==> src/rtl/mem_stage_if.sv <==
// Data-memory bus bundle between the MEM stage (master) and the memory/bus fabric (slave).
// Request side: bus_req, bus_we, bus_addr, bus_be, bus_wdata.
// Response side: bus_ack, bus_rdata.
interface mem_stage_if;
   logic        bus_req;
   logic        bus_we;
   logic [31:0] bus_addr;
   logic [3:0]  bus_be;
   logic [31:0] bus_wdata;
   logic        bus_ack;
   logic [31:0] bus_rdata;

   modport master (
      output bus_req, bus_we, bus_addr, bus_be, bus_wdata,
      input  bus_ack, bus_rdata
   );

   modport slave (
      input  bus_req, bus_we, bus_addr, bus_be, bus_wdata,
      output bus_ack, bus_rdata
   );
endinterface

==> src/rtl/mem_stage.sv <==
// MEM pipeline stage: runs one bus transaction per load/store through an IDLE/REQ/DONE
// handshake and stalls upstream until the data is back.
// Misaligned accesses are dropped, flagged on mem_align_err, and their register write is
// suppressed.
// Optional feature: define MEM_SUBWORD_EN to enable byte and halfword accesses. With it
// undefined, every access is a word access and X_MemSize/X_MemSigned are ignored.
module mem_stage (
   input  logic        clk,
   input  logic        clrn,
   input  logic        X_MemRead,
   input  logic        X_MemWrite,
   input  logic [1:0]  X_MemSize,
   input  logic        X_MemSigned,
   input  logic [31:0] X_AluOut,
   input  logic [31:0] X_StoreData,
   input  logic        X_RegWrite,
   input  logic        X_M2Reg,
   input  logic [4:0]  X_TargetReg,
   output logic [31:0] M_MemOut,
   output logic [31:0] M_AluOut,
   output logic [4:0]  M_TargetReg,
   output logic        M_RegWrite,
   output logic        M_M2Reg,
   output logic        mem_stall,
   output logic        mem_align_err,
   mem_stage_if.master bus
);

   typedef enum logic [1:0] {IDLE, REQ, DONE} state_t;

   state_t      state, nextState;
   logic        access, misaligned;
   logic        capture, latchLoad, stallInt, alignErrInt;
   logic [3:0]  beNext;
   logic [31:0] wdataNext, loadData;

   // Captured request, held stable for the whole REQ phase.
   logic [31:0] addrReg;
   logic [3:0]  beReg;
   logic        weReg;
   logic [31:0] wdataReg;
   logic [31:0] loadBuf;

   assign access = X_MemRead | X_MemWrite;

`ifdef MEM_SUBWORD_EN
   logic [1:0]  offReg;
   logic [1:0]  sizeReg;
   logic        signedReg;
   logic [31:0] shifted;

   // Alignment rule depends on access size: bytes never fault, halves need addr[0]=0.
   always_comb begin
      // NOTE: every always_comb output gets a default first so no path can infer a latch.
      misaligned = 1'b0;
      case (X_MemSize)
         2'b00:   misaligned = 1'b0;
         2'b01:   misaligned = X_AluOut[0];
         default: misaligned = |X_AluOut[1:0];
      endcase
   end

   // Store lane steering: replicate sub-word data and enable only the addressed lanes.
   always_comb begin
      beNext    = 4'b1111;
      wdataNext = X_StoreData;
      if (X_MemWrite) begin
         case (X_MemSize)
            2'b00: begin
               beNext    = 4'b0001 << X_AluOut[1:0];
               wdataNext = {4{X_StoreData[7:0]}};
            end
            2'b01: begin
               beNext    = 4'b0011 << X_AluOut[1:0];
               wdataNext = {2{X_StoreData[15:0]}};
            end
            default: begin
               beNext    = 4'b1111;
               wdataNext = X_StoreData;
            end
         endcase
      end
   end

   // Load alignment: bring the addressed lane down to bit 0, then extend to 32 bits.
   always_comb begin
      shifted  = bus.bus_rdata >> {offReg, 3'b000};
      loadData = shifted;
      case (sizeReg)
         2'b00:   loadData = {{24{signedReg & shifted[7]}}, shifted[7:0]};
         2'b01:   loadData = {{16{signedReg & shifted[15]}}, shifted[15:0]};
         default: loadData = shifted;
      endcase
   end

   // Size/sign/offset of the captured access, used when the read data returns.
   always_ff @(posedge clk or negedge clrn) begin
      if (!clrn) begin
         offReg    <= 2'b00;
         sizeReg   <= 2'b00;
         signedReg <= 1'b0;
      end else if (capture) begin
         offReg    <= X_AluOut[1:0];
         sizeReg   <= X_MemSize;
         signedReg <= X_MemSigned;
      end
   end
`else
   // Word-only build: the size/sign controls have no effect.
   logic unusedCfgBits;
   assign unusedCfgBits = &{1'b0, X_MemSize, X_MemSigned};
   assign misaligned    = |X_AluOut[1:0];
   assign beNext        = 4'b1111;
   assign wdataNext     = X_StoreData;
   assign loadData      = bus.bus_rdata;
`endif

   // Next-state and stall/error decode; bus_ack only counts while a request is open.
   always_comb begin
      nextState   = state;
      stallInt    = 1'b0;
      alignErrInt = 1'b0;
      capture     = 1'b0;
      latchLoad   = 1'b0;
      case (state)
         IDLE: begin
            if (access) begin
               if (misaligned) begin
                  alignErrInt = 1'b1;
               end else begin
                  capture   = 1'b1;
                  stallInt  = 1'b1;
                  nextState = REQ;
               end
            end
         end
         REQ: begin
            stallInt = 1'b1;
            if (bus.bus_ack) begin
               latchLoad = ~weReg;
               nextState = DONE;
            end
         end
         DONE:    nextState = IDLE;
         default: nextState = IDLE;
      endcase
   end

   // State register; reset drops any open request immediately.
   always_ff @(posedge clk or negedge clrn) begin
      // NOTE: sequential state uses non-blocking assignments so all flops update together.
      if (!clrn) state <= IDLE;
      else       state <= nextState;
   end

   // Request capture on entry to REQ.
   always_ff @(posedge clk or negedge clrn) begin
      if (!clrn) begin
         addrReg  <= '0;
         beReg    <= '0;
         weReg    <= 1'b0;
         wdataReg <= '0;
      end else if (capture) begin
         addrReg  <= {X_AluOut[31:2], 2'b00};
         beReg    <= X_MemWrite ? beNext : 4'b1111;
         weReg    <= X_MemWrite;
         wdataReg <= wdataNext;
      end
   end

   // Load buffer: updated only by an acknowledged read, cleared by reset.
   always_ff @(posedge clk or negedge clrn) begin
      if (!clrn)          loadBuf <= '0;
      else if (latchLoad) loadBuf <= loadData;
   end

   // Stall and error are forced low while reset is asserted, whatever the inputs show.
   assign mem_stall     = clrn & stallInt;
   assign mem_align_err = clrn & alignErrInt;

   assign bus.bus_req   = (state == REQ);
   assign bus.bus_we    = (state == REQ) & weReg;
   assign bus.bus_addr  = addrReg;
   assign bus.bus_be    = beReg;
   assign bus.bus_wdata = wdataReg;

   assign M_MemOut    = loadBuf;
   assign M_AluOut    = X_AluOut;
   assign M_TargetReg = X_TargetReg;
   assign M_M2Reg     = X_M2Reg;
   assign M_RegWrite  = X_RegWrite & ~mem_align_err;

endmodule
==> src/flat_wrapper.sv <==
// flat-port wrapper written by rule: the top's interface ports become plain ports
module mem_stage_flat 
  (clk, clrn, X_MemRead, X_MemWrite, X_MemSize, X_MemSigned, X_AluOut, X_StoreData, X_RegWrite, X_M2Reg, X_TargetReg, M_MemOut, M_AluOut, M_TargetReg, M_RegWrite, M_M2Reg, mem_stall, mem_align_err, bus_bus_req, bus_bus_we, bus_bus_addr, bus_bus_be, bus_bus_wdata, bus_bus_ack, bus_bus_rdata);
  mem_stage_if bus_i ();
  input  logic clk;
  input  logic clrn;
  input  logic X_MemRead;
  input  logic X_MemWrite;
  input  logic [1:0] X_MemSize;
  input  logic X_MemSigned;
  input  logic [31:0] X_AluOut;
  input  logic [31:0] X_StoreData;
  input  logic X_RegWrite;
  input  logic X_M2Reg;
  input  logic [4:0] X_TargetReg;
  output logic [31:0] M_MemOut;
  output logic [31:0] M_AluOut;
  output logic [4:0] M_TargetReg;
  output logic M_RegWrite;
  output logic M_M2Reg;
  output logic mem_stall;
  output logic mem_align_err;
  output wire logic [$bits(bus_i.bus_req)-1:0] bus_bus_req;
  output wire logic [$bits(bus_i.bus_we)-1:0] bus_bus_we;
  output wire logic [$bits(bus_i.bus_addr)-1:0] bus_bus_addr;
  output wire logic [$bits(bus_i.bus_be)-1:0] bus_bus_be;
  output wire logic [$bits(bus_i.bus_wdata)-1:0] bus_bus_wdata;
  input wire logic [$bits(bus_i.bus_ack)-1:0] bus_bus_ack;
  input wire logic [$bits(bus_i.bus_rdata)-1:0] bus_bus_rdata;
  assign bus_bus_req = bus_i.bus_req;
  assign bus_bus_we = bus_i.bus_we;
  assign bus_bus_addr = bus_i.bus_addr;
  assign bus_bus_be = bus_i.bus_be;
  assign bus_bus_wdata = bus_i.bus_wdata;
  assign bus_i.bus_ack = bus_bus_ack;
  assign bus_i.bus_rdata = bus_bus_rdata;
  mem_stage u_core (.clk(clk), .clrn(clrn), .X_MemRead(X_MemRead), .X_MemWrite(X_MemWrite), .X_MemSize(X_MemSize), .X_MemSigned(X_MemSigned), .X_AluOut(X_AluOut), .X_StoreData(X_StoreData), .X_RegWrite(X_RegWrite), .X_M2Reg(X_M2Reg), .X_TargetReg(X_TargetReg), .M_MemOut(M_MemOut), .M_AluOut(M_AluOut), .M_TargetReg(M_TargetReg), .M_RegWrite(M_RegWrite), .M_M2Reg(M_M2Reg), .mem_stall(mem_stall), .mem_align_err(mem_align_err), .bus(bus_i));
endmodule
==> config.mk <==
export PLATFORM = sky130hd
export DESIGN_NAME = mem_stage_flat
export DESIGN_NICKNAME = d
export VERILOG_FILES = /design/src/rtl/mem_stage_if.sv /design/src/rtl/mem_stage.sv /design/src/flat_wrapper.sv
export SDC_FILE = /design/constraint.sdc
export NUM_CORES = 1
export LEC_CHECK = 0
export ABC_AREA = 1
export CORE_ASPECT_RATIO = 0.75
export CORE_UTILIZATION = 38
export DETAILED_ROUTE_END_ITERATION = 6
export GPL_TIMING_DRIVEN = 0
export PLACE_DENSITY_LB_ADDON = 0.25
export SYNTH_ARGS = -nofsm -noshare
export SYNTH_HDL_FRONTEND = slang
export SYNTH_SLANG_ARGS = --single-unit
==> constraint.sdc <==
create_clock -name clk -period 2.24 [get_ports clk]
set_input_delay 0.672 -clock clk [delete_from_list [all_inputs] [get_ports clk]]
set_output_delay 0.672 -clock clk [all_outputs]
set_load 0.03 [all_outputs]
==> results.rst, run 1 <==
.. list-table::
   :header-rows: 1

   * - Metric
     - Value
   * - Result of the run
     - completed
   * - Sequential element share of the synthesized area
     - roughly three fifths
   * - Starting density of the core
     - about two fifths
   * - Maximum capacitance violations
     - 0
   * - Type of the worst setup path
     - primary input to output port
   * - Post-detailed-routing wire length
     - between 10000 and 15000 um
   * - DRC marker count from the first detailed-route iteration
     - approximately 170
   * - Warnings, synthesis
     - 0
   * - Antenna violations before repair
     - 0
   * - P&R area growth vs syn
     - 71.95%
   * - Number of detailed-route iterations in the first pass
     - 4
   * - Final Net Count
     - roughly 850
   * - Part of the power in registers
     - between 30% and 40%
   * - Library cells used by synthesis
     - 17
   * - Worst-path maximum fanout
     - 2
   * - Reported leakage power
     - between 3 and 4 nW
   * - Post-Route Hold Slack
     - between 150 and 200 ps
   * - Crit path max-delay cell type
     - clkdlybuf4s50_1
   * - Cell at the root of the clock tree
     - clkbuf_16
   * - Clk network pwr share
     - approximately a fifth
   * - Power Density
     - between 1000 and 1500 nW/um2
   * - Time the worst path needs with I/O delays and setup
     - roughly 2200 ps
   * - Peak Freq
     - 0.4494 GHz
   * - Global-route wire length before repair
     - 19160 um
   * - Clk buf depth
     - 2
   * - Tcrit/Tclk final
     - 99.33%
   * - Clock buffers created by TritonCTS
     - 9
   * - Final setup vio count
     - 0
   * - Count of state elements after synthesis
     - 98
   * - Detail Route Antenna Nets
     - 0
   * - Register-to-register setup slack
     - roughly 650 ps
   * - Avg Cell Area, Syn
     - between 8 and 9 um2
   * - Number of vias per cell after detailed routing
     - between 4 and 5
   * - Non-Filler Instances
     - just under 900
   * - Post-Syn Instances
     - 477
   * - Internal portion of total power
     - ~4.7 mW
   * - Number of core rows
     - 32
   * - Combinational group share of total power
     - ~45%
   * - DRC
     - 0
   * - Via count of the first global-routing pass
     - about 4000
   * - Clock edge transition at the registers on the reported setup and hold paths
     - ~70 ps
   * - Max Clock Skew
     - 3.380 ps
   * - Arrival time at the worst endpoint
     - approximately 1600 ps
   * - All-Layer GR Usage
     - ~22%
   * - Category of the worst setup path launch point
     - primary input
   * - Routed wirelength normalized by instance count
     - around 14 um
   * - Sort of element at the end of the critical path
     - output port
   * - Chip width
     - 123.4 um
   * - Final count of pins violating max slew
     - 0
   * - DIE HEIGHT
     - around 93 um
   * - TritonCTS clock tree
     - built
   * - Largest cells by area after synthesis
     - dfrtp_1, nand2_1, buf_4
   * - Highest cell delay on the worst timing path
     - approximately 490 ps
   * - IO Pins
     - ~250
   * - Unrepaired setup endpoints after global routing
     - false
   * - Worst hold path class
     - primary input to asynchronous set/reset pin
   * - TritonCTS sink count
     - 98
   * - Net switching share of the total power
     - roughly 40%
   * - Dpl hpwl
     - 9337 um
   * - H-tree level count
     - 3
   * - Core region area
     - between 10000 and 15000 um2
   * - Count of input and output buffers
     - 242
   * - Cell breakdown of the critical path
     - clkdlybuf4s50_1 > buf_4 > clkdlybuf4s15_2
   * - Clock latency reported for the late side of the worst-skew pair
     - approximately 330 ps
   * - Pin count of the biggest net entering global routing
     - 29
   * - DIE AREA
     - 11480 um2
   * - Yosys top cell area share
     - around three fifths
   * - Layout cells sized above 1
     - between 10% and 20%
   * - NetSw
     - 2.974 mW
   * - Number of hold-slack violations in the final timing report
     - 0
   * - R2R depth
     - 8
   * - Data required time at the worst endpoint
     - ~1600 ps
   * - Via total after detailed routing
     - around 4000
   * - Total chip power
     - roughly 7.7 mW
   * - Post-synth top area cell
     - dfrtp_1
   * - Total gr overflow
     - 0
   * - Cell count after placement
     - between 800 and 900
   * - Synthesized cell area
     - between 4000 and 5000 um2
   * - Peak supply drop
     - around 0.67 mV
   * - Number of antenna repair diodes
     - 0
   * - Placer congestion estimate
     - 0.7795
## stage by stage
step | instance area (um2) | worst slack [ps] | TNS [ps] | util (%)
2_1_floorplan | 4204 | 16.92 | 0 | -
3_3_place_gp | 6797 | -3982 | -326530 | 64.54
3_5_place_dp | 6822 | -1102 | -14350 | 64.78
4_1_cts | 7267 | 2.888 | 0 | 69.01
5_1_grt | 7218 | 0.7655 | 0 | 68.55
6_report | 7218 | 15.02 | 0 | 68.55
## worst max-delay path: cells and delay by family
kind	cells	cell delay (ps)
buffers and inverters	3	880
## power groups by stage
stage,sequential [mW],combinational (mW),clock (mW)
finish,2.63,3.47,1.56
global route,2.70,3.71,1.68
CTS,2.63,3.50,1.59
detailed placement,2.65,3.48,0
global placement,2.62,3.41,0
floorplan,3.74,0.722,0
## cells in the final DEF (no fill, tap or decap), types with 2 or more instances in the layout
master             n
clkbuf_16         10
nor2_2             2
conb_1             2
clkdlybuf4s15_2   15
buf_2             28
nand2_2            2
buf_16             2
o21ai_0            2
clkdlybuf4s50_1  197
inv_1             10
dfrtp_1           98
buf_6              4
dlygate4sd2_1      4
nand3_1           33
clkinvlp_4         2
clkbuf_1           3
bufbuf_16          2
nor2_1             3
nand2_1          255
buf_4             57
dlymetal6s2s_1     3
nor2_4             3
## logic make-up (layout without fill, tap and decap cells)
logic type | Yosys count | count (layout) | synth area share [%]
AOI/OAI and AO/OA | 3 | 3 | 0.4471
buffers and inverters | 75 | 343 | 12.16
DFF | 98 | 98 | 58.42
other | 1 | 2 | 0.08933
and+or+nand+nor | 300 | 300 | 28.88
## synth_stat cells (all sizes together)
master,count
a21oi,1
buf,63
clkbuf,2
conb,1
dfrtp,98
inv,10
nand2,257
nand3,34
nor2,9
o21ai,2
## state kept, by name, indices dropped and copies added, names as in the netlist
register              cells
u_core.bus.bus_be         1
u_core.bus.bus_addr      30
u_core.state              2
u_core.bus.bus_wdata     32
u_core.M_MemOut          32
u_core.weReg              1
## metal layers
metal,global-route usage (%),part of all wire (%)
met3,7.195,8.4
met5,0,0
met4,5.221,0.94
met2,39.99,51
met1,25.07,39
## cell type report
class	count	area (um2)
clock inverter	5	62.56
inverter	10	37.54
timing repair buffer	253	2532
sequential	98	2452
clock buffer	11	242.7
multi-input combinational	305	1249
fill	812	3312
buffer	64	471.7
tap	136	170.2
## final timing paths
path | from | endpoint
max | X_AluOut[25] | M_AluOut[25]
min | clrn | u_core.bus.bus_addr[23]$_DFFE_PN0P_
max reg2reg | u_core.state[1]$_DFFE_PN0P_ | u_core.bus.bus_wdata[24]$_DFFE_PN0P_
min reg2reg | u_core.M_MemOut[14]$_DFFE_PN0P_ | u_core.M_MemOut[14]$_DFFE_PN0P_
max in group asynchronous | clrn | u_core.bus.bus_wdata[8]$_DFFE_PN0P_
min in group clk | u_core.M_MemOut[14]$_DFFE_PN0P_ | u_core.M_MemOut[14]$_DFFE_PN0P_
## repair_timing
action,CTS,global route
hold buffers,0,0
endpoints found under the hold margin,0,0
pin swaps,4,4
buffers inserted,5,2
gates resized for setup,135,36
gates cloned,2,1
setup endpoints to repair,37,22
Power figures use the tool's default switching activity.
==> inputs of run 2 (changes only) <==
MAX_ROUTING_LAYER = met4   (was not set)
==> run 2 against run 1 <==
Core utilization unchanged. Critical endpoint unchanged. Sequential cell count did not move. Global-route usage grew 0.58 points. Clock skew is essentially flat. Hold slack is essentially flat. Largest cell class unchanged. Combinational power hardly changed. First-iteration DRC count down 6.4%. Sequential power barely moved. Design area did not move.
==> results.rst, run 2 (synthesis gave the netlist of run 1 again) <==
.. list-table::
   :header-rows: 1

   * - Metric
     - Value
   * - Result of the run
     - completed
   * - Category of the worst setup path launch point
     - primary input
   * - Peak supply drop
     - 0.6679 mV (-0.24%)
   * - Chip width
     - 123.4 um (unchanged)
   * - Number of vias per cell after detailed routing
     - 4.566 (+0.12%)
   * - Clock buffers created by TritonCTS
     - 9 (unchanged)
   * - Post-layout worst setup margin
     - 14.97 ps (-0.04840 ps)
   * - Number of antenna repair diodes
     - 0 (unchanged)
   * - Starting density of the core
     - 39.86% (unchanged)
   * - Via total after detailed routing
     - 4027 (+0.12%)
   * - Post-detailed-routing wire length
     - 12550 um (about the same)
   * - Peak Freq
     - 0.4494 GHz (about the same)
   * - Worst hold path class
     - primary input to asynchronous set/reset pin
   * - Post-Route Hold Slack
     - 162.4 ps (-0.2630 ps)
   * - Clock edge transition at the registers on the reported setup and hold paths
     - 70 ps (about the same)
   * - TritonCTS clock tree
     - built
   * - R2R depth
     - 8 (unchanged)
   * - Most frequent cells in the layout
     - nand2_1, clkdlybuf4s50_1, dfrtp_1
   * - Number of hold-slack violations in the final timing report
     - 0 (unchanged)
   * - DIE AREA
     - 11480 um2 (unchanged)
   * - Final setup vio count
     - 0 (unchanged)
   * - H-tree level count
     - 3 (unchanged)
   * - Most frequent standard cell in the layout excluding fill and tap cells
     - nand2_1
   * - Data required time at the worst endpoint
     - 1570 ps (about the same)
   * - P&R area growth vs syn
     - 71.95% (unchanged)
   * - Clk buf depth
     - 2 (unchanged)
   * - DRC
     - 0 (unchanged)
   * - DIE HEIGHT
     - 93.02 um (unchanged)
   * - Register-to-register setup slack
     - 650 ps (about the same)
   * - Time the worst path needs with I/O delays and setup
     - 2225 ps (+0.04840 ps)
   * - Via count of the first global-routing pass
     - 4007 (+0.43%)
   * - Unrepaired setup endpoints after global routing
     - false
   * - Clock latency reported for the late side of the worst-skew pair
     - 330 ps (about the same)
   * - Core region area
     - 10530 um2 (unchanged)
   * - Max Clock Skew
     - 3.588 ps (+0.2084 ps)
   * - Sort of element at the end of the critical path
     - output port
   * - Antenna violations before repair
     - 0 (unchanged)
   * - Total gr overflow
     - 0 (unchanged)
   * - Core occupancy in the finished layout
     - 68.55% (unchanged)
   * - Tcrit/Tclk final
     - 99.33% (about the same)
   * - Total chip power
     - 7.659 mW (about the same)
   * - Number of detailed-route iterations in the first pass
     - 4 (unchanged)
   * - Arrival time at the worst endpoint
     - 1550 ps (about the same)
   * - Type of the worst setup path
     - primary input to output port
   * - Count of input and output buffers
     - 242 (unchanged)
   * - Final Net Count
     - 852 (unchanged)
   * - Dpl hpwl
     - 9337 um (unchanged)
   * - Final count of pins violating max slew
     - 0 (unchanged)
   * - DRC marker count from the first detailed-route iteration
     - 160 (-6.4%)
   * - Reported leakage power
     - 3.629 nW (unchanged)
   * - TritonCTS sink count
     - 98 (unchanged)
   * - Worst-path maximum fanout
     - 2 (unchanged)
   * - Post-placement worst setup slack
     - -1102 ps (unchanged)
   * - Pin count of the biggest net entering global routing
     - 29 (unchanged)
   * - Cell at the root of the clock tree
     - clkbuf_16
   * - Global-route wire length before repair
     - 19100 um (-0.32%)
   * - Layout cells sized above 1
     - 18.23% (unchanged)
   * - Power Density
     - 1061 nW/um2 (about the same)
   * - Number of core rows
     - 32 (unchanged)
   * - Number of hold buffers added after CTS
     - 0 (unchanged)
   * - IO Pins
     - 254 (unchanged)
   * - All-Layer GR Usage
     - 22.68% (+0.58 points)
   * - Placer congestion estimate
     - 0.7902 (+1.4%)
   * - Maximum capacitance violations
     - 0 (unchanged)
   * - Detail Route Antenna Nets
     - 0 (unchanged)
   * - Routed wirelength normalized by instance count
     - 14.23 um (about the same)
[run 2: cell counts in the layout (fill, tap and decap cells not counted)]
No cell type changed its count.
[run 2: power by group]
part           switching, mW  internal [mW]  leakage, nW
clock network          0.654          0.902        0.142
registers              0.308           2.32         1.22
logic                   2.01           1.46         2.27
total                   2.98           4.68         3.63
[run 2: metrics by stage]
step                      instance area, um2  std cells  setup TNS, ps
after floorplan                         4204        478              0
after global placement                  6797        856        -326530
after detailed placement                6822        857         -14350
after CTS                               7267        879              0
after global routing                    7218        882              0
final                                   7218        882              0
[run 2: path summary, 6_finish.rpt]
kind	start	endpoint
worst max-delay path	X_AluOut[25]	M_AluOut[25]
max in group asynchronous	clrn	u_core.bus.bus_wdata[20]$_DFFE_PN0P_
worst min register to register	u_core.M_MemOut[14]$_DFFE_PN0P_	u_core.M_MemOut[14]$_DFFE_PN0P_
worst max register to register	u_core.state[1]$_DFFE_PN0P_	u_core.bus.bus_wdata[24]$_DFFE_PN0P_
worst min-delay path	clrn	u_core.bus.bus_addr[23]$_DFFE_PN0P_
min in group clk	u_core.M_MemOut[14]$_DFFE_PN0P_	u_core.M_MemOut[14]$_DFFE_PN0P_
[run 2: metal layers]
layer  vias to the layer above  track usage [%]  wire length (um)
met5                         -                -                 0
met3                        11            5.732               873
met4                         0            5.221               114
met1                      1911            25.87              5123
met2                       163            39.99              6442
li1                       1942                -                 -
[run 2: final cells by class]
cell class                      count  area, um2
Tap cell                          136      170.2
Buffer                             64      471.7
Multi-Input combinational cell    305       1249
Clock inverter                      5      62.56
Timing Repair Buffer              253       2532
Inverter                           10      37.54
Clock buffer                       11      242.7
Fill cell                         812       3312
Sequential cell                    98       2452
[run 2: critical path, stage by stage]
cell and delay, ps:
clkdlybuf4s50_1 490, buf_4 110, clkdlybuf4s15_2 280
[run 2: repair_timing]
item,CTS,global route
setup buffers,5,2
cloned,2,1
endpoints found under the setup margin,37,22
pin swaps,4,4
resized for setup,135,36
==> inputs of run 3 (changes only) <==
ABC_CLOCK_PERIOD_IN_PS = 2240   (was not set)
==> results of run 3 <==
Final layout, timing and power as in run 2 (identical DEF).
